**src/rtl/reg_file_alu_ctrl.sv**
```systemverilog
// Three-cycle sequencer (IDLE -> DECODE -> EXEC) that drives the control inputs of reg_file_alu.
// Optional macro CTRL_ZERO_REG_PROTECT_EN makes register 0 read-only.
module reg_file_alu_ctrl #(
   parameter int INSTR_W = 20,
   parameter int CNT_W   = 16
) (
   input  logic               CLK,
   input  logic               RST,
   input  logic [INSTR_W-1:0] instr,
   input  logic               instr_valid,
   output logic               instr_ready,
   output logic [3:0]         RA1,
   output logic [3:0]         RA2,
   output logic [3:0]         WA,
   output logic [7:0]         immediate,
   output logic [1:0]         ALUControl,
   output logic               ALUSrc,
   output logic               write_enable,
   input  logic [7:0]         ALUResult,
   input  logic               Zero,
   output logic [7:0]         result_q,
   output logic               zero_flag,
   output logic               done,
   output logic               halted,
   output logic [CNT_W-1:0]   instr_count
);

   localparam logic [1:0] ST_IDLE   = 2'd0;
   localparam logic [1:0] ST_DECODE = 2'd1;
   localparam logic [1:0] ST_EXEC   = 2'd2;
   localparam logic [1:0] ST_HALT   = 2'd3;

   localparam logic [1:0] OP_RTYPE = 2'b00;
   localparam logic [1:0] OP_ITYPE = 2'b01;
   localparam logic [1:0] OP_CMP   = 2'b10;
   localparam logic [1:0] OP_HALT  = 2'b11;

   logic [1:0]       state_q, state_d;
   logic [1:0]       op_q, op_d;
   logic [3:0]       ra1_q, ra1_d;
   logic [3:0]       ra2_q, ra2_d;
   logic [3:0]       wa_q, wa_d;
   logic [7:0]       imm_q, imm_d;
   logic [1:0]       alu_q, alu_d;
   logic             src_q, src_d;
   logic             we_q, we_d;
   logic             done_q, done_d;
   logic [7:0]       res_q, res_d;
   logic             zero_q, zero_d;
   logic [CNT_W-1:0] cnt_q, cnt_d;
   logic             wr_ok;

   always_comb begin
      wr_ok = (op_q == OP_RTYPE) || (op_q == OP_ITYPE);
`ifdef CTRL_ZERO_REG_PROTECT_EN
      wr_ok = wr_ok && (wa_q != 4'd0);
`endif
   end

   // Decoded fields are registered on the handshake edge so they are already valid in DECODE.
   always_comb begin
      state_d = state_q;
      op_d    = op_q;
      ra1_d   = ra1_q;
      ra2_d   = ra2_q;
      wa_d    = wa_q;
      imm_d   = imm_q;
      alu_d   = alu_q;
      src_d   = src_q;
      we_d    = 1'b0;
      done_d  = 1'b0;
      res_d   = res_q;
      zero_d  = zero_q;
      cnt_d   = cnt_q;
      case (state_q)
         ST_IDLE: begin
            if (instr_valid) begin
               if (instr[19:18] == OP_HALT) begin
                  state_d = ST_HALT;
                  done_d  = 1'b1;
                  cnt_d   = cnt_q + CNT_W'(1);
               end else begin
                  state_d = ST_DECODE;
                  op_d    = instr[19:18];
                  alu_d   = instr[17:16];
                  wa_d    = instr[15:12];
                  ra1_d   = instr[11:8];
                  ra2_d   = instr[3:0];
                  imm_d   = instr[7:0];
                  src_d   = (instr[19:18] == OP_ITYPE);
               end
            end
         end
         ST_DECODE: begin
            state_d = ST_EXEC;
            we_d    = wr_ok;
         end
         ST_EXEC: begin
            state_d = ST_IDLE;
            res_d   = ALUResult;
            zero_d  = Zero;
            done_d  = 1'b1;
            cnt_d   = cnt_q + CNT_W'(1);
         end
         ST_HALT: state_d = ST_HALT;
         default: state_d = ST_IDLE;
      endcase
   end

   always_ff @(posedge CLK or posedge RST) begin
      if (RST) begin
         state_q <= ST_IDLE;
         op_q    <= OP_CMP;
         ra1_q   <= '0;
         ra2_q   <= '0;
         wa_q    <= '0;
         imm_q   <= '0;
         alu_q   <= '0;
         src_q   <= 1'b0;
         we_q    <= 1'b0;
         done_q  <= 1'b0;
         res_q   <= '0;
         zero_q  <= 1'b0;
         cnt_q   <= '0;
      end else begin
         state_q <= state_d;
         op_q    <= op_d;
         ra1_q   <= ra1_d;
         ra2_q   <= ra2_d;
         wa_q    <= wa_d;
         imm_q   <= imm_d;
         alu_q   <= alu_d;
         src_q   <= src_d;
         we_q    <= we_d;
         done_q  <= done_d;
         res_q   <= res_d;
         zero_q  <= zero_d;
         cnt_q   <= cnt_d;
      end
   end

   assign instr_ready  = (state_q == ST_IDLE);
   assign halted       = (state_q == ST_HALT);
   assign RA1          = ra1_q;
   assign RA2          = ra2_q;
   assign WA           = wa_q;
   assign immediate    = imm_q;
   assign ALUControl   = alu_q;
   assign ALUSrc       = src_q;
   assign write_enable = we_q;
   assign result_q     = res_q;
   assign zero_flag    = zero_q;
   assign done         = done_q;
   assign instr_count  = cnt_q;

endmodule

```
**config.mk**
```make
export PLATFORM = sky130hd
export DESIGN_NAME = reg_file_alu_ctrl
export DESIGN_NICKNAME = d
export VERILOG_FILES = /design/src/rtl/reg_file_alu_ctrl.sv
export SDC_FILE = /design/constraint.sdc
export NUM_CORES = 1
export LEC_CHECK = 0
export CAP_MARGIN = 20
export CORE_MARGIN = 2
export CORE_UTILIZATION = 45
export CTS_CLUSTER_DIAMETER = 30
export CTS_CLUSTER_SIZE = 20
export DETAILED_ROUTE_END_ITERATION = 16
export PLACE_DENSITY_LB_ADDON = 0.08
export SETUP_SLACK_MARGIN = 0.15
export SYNTH_ARGS = -nofsm -noshare
export SYNTH_HDL_FRONTEND = slang
export SYNTH_SLANG_ARGS = --single-unit
```
**constraint.sdc**
```tcl
create_clock -name CLK -period 2.9 [get_ports CLK]
set_input_delay 0.58 -clock CLK [delete_from_list [all_inputs] [get_ports CLK]]
set_output_delay 0.58 -clock CLK [all_outputs]
set_load 0.03 [all_outputs]
```
======== Word level (Yosys, flattened, before mapping) ========
Cells that the tools add are included.
storage, ports and cells
  memories kept ........................... 0
  input bits .............................. 32
  ROM bits ................................ 0
  logic and storage cells ................. 39
  output and inout port bits .............. 52
  bits in latches ......................... 0
  register bits after elaboration ......... 54
  memory bits (writable) .................. 0
cells by class
  div/mod/pow operators ................... 0
  bitwise operators ....................... 1
  order comparisons ....................... 0
  eq/ne operators ......................... 8
  reductions and logical operators ........ 6
  shift-type cells ........................ 0
  muxes and demuxes ....................... 10
  multiply operators ...................... 0
  add/sub/neg operators ................... 1
operators by type and width
  cell                     number
  $mux W16                 2
  $pmux W16 S2             1
  $add A16 B1 Y16 const B  1
  $pmux W2 S4              1
  $eq A2 B1 Y1 const B     3
  $eq A2 B2 Y1 const B     3
  $reduce_and A3 Y1        2
  $logic_not A2 Y1         2
  $mux W2                  2
  $mux W1                  3
  $ne A2 B1 Y1 const B     1
  $ne A2 B2 Y1 const B     1
  $pmux W1 S2              1
  $reduce_bool A2 Y1       1
  $logic_or A1 B1 Y1       1
  $not A1 Y1               1

======== Longest topological paths before layout ========
  depth in word-level cells ............... 4
  depth in mapped cells ................... 6
  depth with buffers taken out ............ 6

======== Worst setup path before layout ========
No wires, ideal clock.
  path kind ............................... reg2reg
  from .................................... register state_q[0]
  to ...................................... register alu_q[1], in the netlist ALUControl[1]
  clock period less this slack ............ 2.029 ns
  setup time .............................. 0.125 ns
  slack ................................... 0.871 ns
  arrival time ............................ 1.904 ns
  stages on the path, launching flop included .. 7
  data required time ...................... 2.775 ns
  path buffers ............................ 1
  cell sequence ........................... dfrtp_1 > inv_1 > ha_1 > nand2_1 > a21oi_4 > buf_6 > mux2_2
between the ends
  longest elaborated chain between the ends .. 2
RTL lines
  what                                RTL line  text
  start: declaration                  38        logic [1:0] state_q, state_d;
  start signal: assignment            126       state_q <= state_d;
  $logic_not A2 Y1                    -
  named net instr_ready               11        output logic instr_ready,
  $reduce_and A3 Y1 (no source line)  -
  end signal: assignment              132       alu_q <= alu_d;
  end: declaration                    44        logic [1:0] alu_q, alu_d;
The timed path passes the listed nets, and every way through them passes these cells.
A chain may end at the register's enable or synchronous reset.

======== Final worst setup path ========
  from .................................... register state_q[0]
  to ...................................... output port instr_ready
between the ends
  longest elaborated chain between the ends .. 1
RTL lines
  what              RTL line  text
  $logic_not A2 Y1  142       assign instr_ready = (state_q == ST_IDLE);
  end: declaration  11
Every way passes these cells.

==> flow_summary.yaml <==
worst_setup_path:
  cp_data_required_time_ns: 2.32
  worstSetupStartpointType: "flip-flop"
  crit_chain: "inv_1 -> ha_1 -> clkdlybuf4s50_1"
  critical_path_peak_fanout: 7
  cp_slowest_cell: "clkdlybuf4s50_1"
  cp-end-kind: "output pin"
  cp_data_arrival_time_ns: 1.89
  path_buf_inv: 2
  critPathTopFamily: "buffers and inverters"
  worstSetupPathType: "reg2out"
  max_stage_delay_ns: 0.74
clock_network:
  path_clk_slew_ns: 0.08
  cts_setup_buffers: 0
  cts_buffer_depth: 2
  cts_resized: 0
  cts_tree: "built"
  clock_tree.root_cell: "clkbuf_8"
  hold_buffers: 0
  insertion_delay_ns: 0.30
  h-tree-depth: 2
  cts_buffers: 5
  numClockSinks: 49
floorplan:
  die_w_um: 72.4
  rows: 24
  die_y_um: 72.4
  dieArea_um2: 5240
  initial_utilization: 0.476
  core_um2: 4410
  ioPinCount: 84
timing:
  fin_worst_skew_ns: 0.00906
  finalCritPeriodShare: 0.853
  maxSlewViolCount: 0
  hold_violations: 0
  finalSetupTns_ns: 0
  finalSetupViolCount: 0
  relSlewSlack: 0.597
  max_freq_mhz: 404
  rsz0062_at_grt: "false"
  fin_ws_ns: 0.428
  fin_crit_ns: 2.47
  worstMarginPinSlew_ns: 0.604
routing:
  drt-initial-drc-count: 74
  wl_per_cell_um: 15.3
  firstDrtPassIters: 4
  ant_nets: 0
  wl_mm: 4.45
  post-route-drc-count: 0
  routed_via_density: 5.02
  dr_total_vias: 1455
power:
  power.switching_uw: 236
  powerDensity_nw_per_um2: 370
  leakage_uw: 0.00138
  p_comb_frac: 0.054
  p_int_uw: 892
  max-vdd-ir-drop_mv: 0.253
  p_clk_frac: 0.341
  seqPwrFrac: 0.605
  switching_share: 0.209
  total_power_uw: 1130
placed_design:
  place_inst: 282
  gp_congestion: 0.807
  port-buffer-count: 83
  place_ws_ns: 0.558
  dpl.hpwl_mm: 3.27
layout:
  num-nets-final: 274
  final_common_cell: "clkdlybuf4s50_1"
  seq_area_um2: 1230
  fillCellCount: 316
  final_core_util: 0.690
  multi_input_area_um2: 816
  final_cell_mix: "clkdlybuf4s50_1 (83), dfrtp_1 (48), mux2_2 (28)"
  synthToLayoutAreaGrowth_pct: 44.8
  final_cells: 290
  drive_gt1_frac: 0.181
  diodes: 0
synthesis:
  synth_seq_cells: 49
  synth_warnings: 0
  syn-num-nets: 189
  synth_cell_types: 29
  ys_seq_area_frac: 0.584
  syn_avg_cell_area_um2: 13.8
  syn_area_um2: 2100
  synthCells: 152
grt:
  grt_pass1_wl_mm: 7.24
  grt_pass1_vias: 1447
  track_usage: 0.180
  grt_max_degree: 50
  antenna_found_initial: 0
  grt_overflow: 0
run_status:
  outcome: "finished clean"
job:
  drv_cap: 0
worst_hold_path:
  hold_class: "reg2reg"
[registers in the layout, indices dropped and copies added (netlist names)]
signal,cells
immediate,5
ALUControl,2
done,1
result_q,8
op_q,1
RA1,4
write_enable,1
ALUSrc,1
state_q,2
WA,4
RA2,3
zero_flag,1
instr_count,16
[cells in the mapped netlist]
cell | n | area, um^2
a2111oi_4 | 1 | 27.5
a21bo_2 | 1 | 10.0
a21oi_1 | 1 | 5.00
a21oi_4 | 1 | 16.3
a31oi_1 | 1 | 6.26
and3_1 | 1 | 6.26
and4_1 | 3 | 26.3
buf_1 | 1 | 3.75
buf_4 | 4 | 30.0
buf_6 | 1 | 11.3
dfrtp_1 | 48 | 1200
dfstp_2 | 1 | 26.3
ha_1 | 5 | 62.6
inv_1 | 4 | 15.0
mux2_2 | 28 | 315
mux2i_1 | 1 | 10.0
nand2_1 | 7 | 26.3
nand2b_1 | 2 | 12.5
nand2b_4 | 1 | 13.8
nand3_1 | 6 | 30.0
nand4_1 | 3 | 18.8
nand4_2 | 1 | 12.5
nand4_4 | 1 | 21.3
nor2_1 | 8 | 30.0
nor2b_1 | 1 | 6.26
nor3_1 | 4 | 20.0
or2b_1 | 1 | 7.51
xnor2_1 | 9 | 78.8
xor2_1 | 6 | 52.6
[cell families (layout without fill, tap and decap cells)]
| logic type | count (synthesis) | count (layout) | synth area share |
|---|---|---|---|
| compound gates | 5 | 5 | 0.0309 |
| xor+xnor | 15 | 15 | 0.0625 |
| fa+ha+maj | 5 | 5 | 0.0297 |
| buf+inv | 10 | 96 | 0.0286 |
| flops | 49 | 49 | 0.584 |
| mux | 29 | 29 | 0.155 |
| simple gates | 39 | 39 | 0.110 |
[cell type report]
class | instances | share of cell area
inverters | 4 | 0.00493
well taps | 52 | 0.0214
clock inverters | 1 | 0.00247
multi-input cells | 93 | 0.268
clock buffers | 7 | 0.0251
flip-flops and latches | 49 | 0.403
repair buffers | 84 | 0.275
[power groups by stage]
stage                     clock [uW]  sequential (uW)  combinational, uW
after floorplan                    0              696               11.5
after global placement             0              696               60.6
after detailed placement           0              696               61.2
after CTS                        403              683               61.8
after global routing             429              683               66.5
final                            385              683               60.5
[worst register-to-register path, stage by stage, from the launching register on]
cell and delay, ns:
dfrtp_1 0.41, inv_1 0.12, ha_1 0.34, nand2_1 0.19, a21oi_4 0.49, mux2_2 0.40
[path summary, 6_finish.rpt]
| kind | startpoint | endpoint | slack (ns) | cells past startpoint |
|---|---|---|---|---|
| setup / recovery | state_q[0]$_DFFE_PP0P_ | instr_ready | 0.43 | 3 |
| min in group asynchronous | RST | immediate[3]$_DFFE_PP0P_ | 0.75 | 3 |
| hold / removal | instr_count[15]$_DFFE_PP0P_ | instr_count[15]$_DFFE_PP0P_ | 0.48 | 1 |
| hold reg to reg | instr_count[15]$_DFFE_PP0P_ | instr_count[15]$_DFFE_PP0P_ | 0.48 | 1 |
| setup reg to reg | state_q[0]$_DFFE_PP0P_ | RA2[2]$_DFFE_PP0P_ | 0.84 | 5 |
| max in group asynchronous | RST | result_q[0]$_DFFE_PP0N_ | 1.74 | 3 |
[routing by layer]
metal / up-vias / wire, um / global-route usage
li1: 686 / - / -
met3: 5 / 400 / 0.0597
met4: 0 / 58 / 0.0566
met5: - / 0 / 0
met1: 699 / 1910 / 0.238
met2: 65 / 2070 / 0.282
[through the flow]
step	hold WS (ns)	area, um^2
finish	0.476	3050
global route	0.499	3050
CTS	0.481	3050
detailed placement	0.466	2960
global placement	0.464	2960
floorplan	0.473	2100
Note: power is estimated with default switching activity, not from simulation.
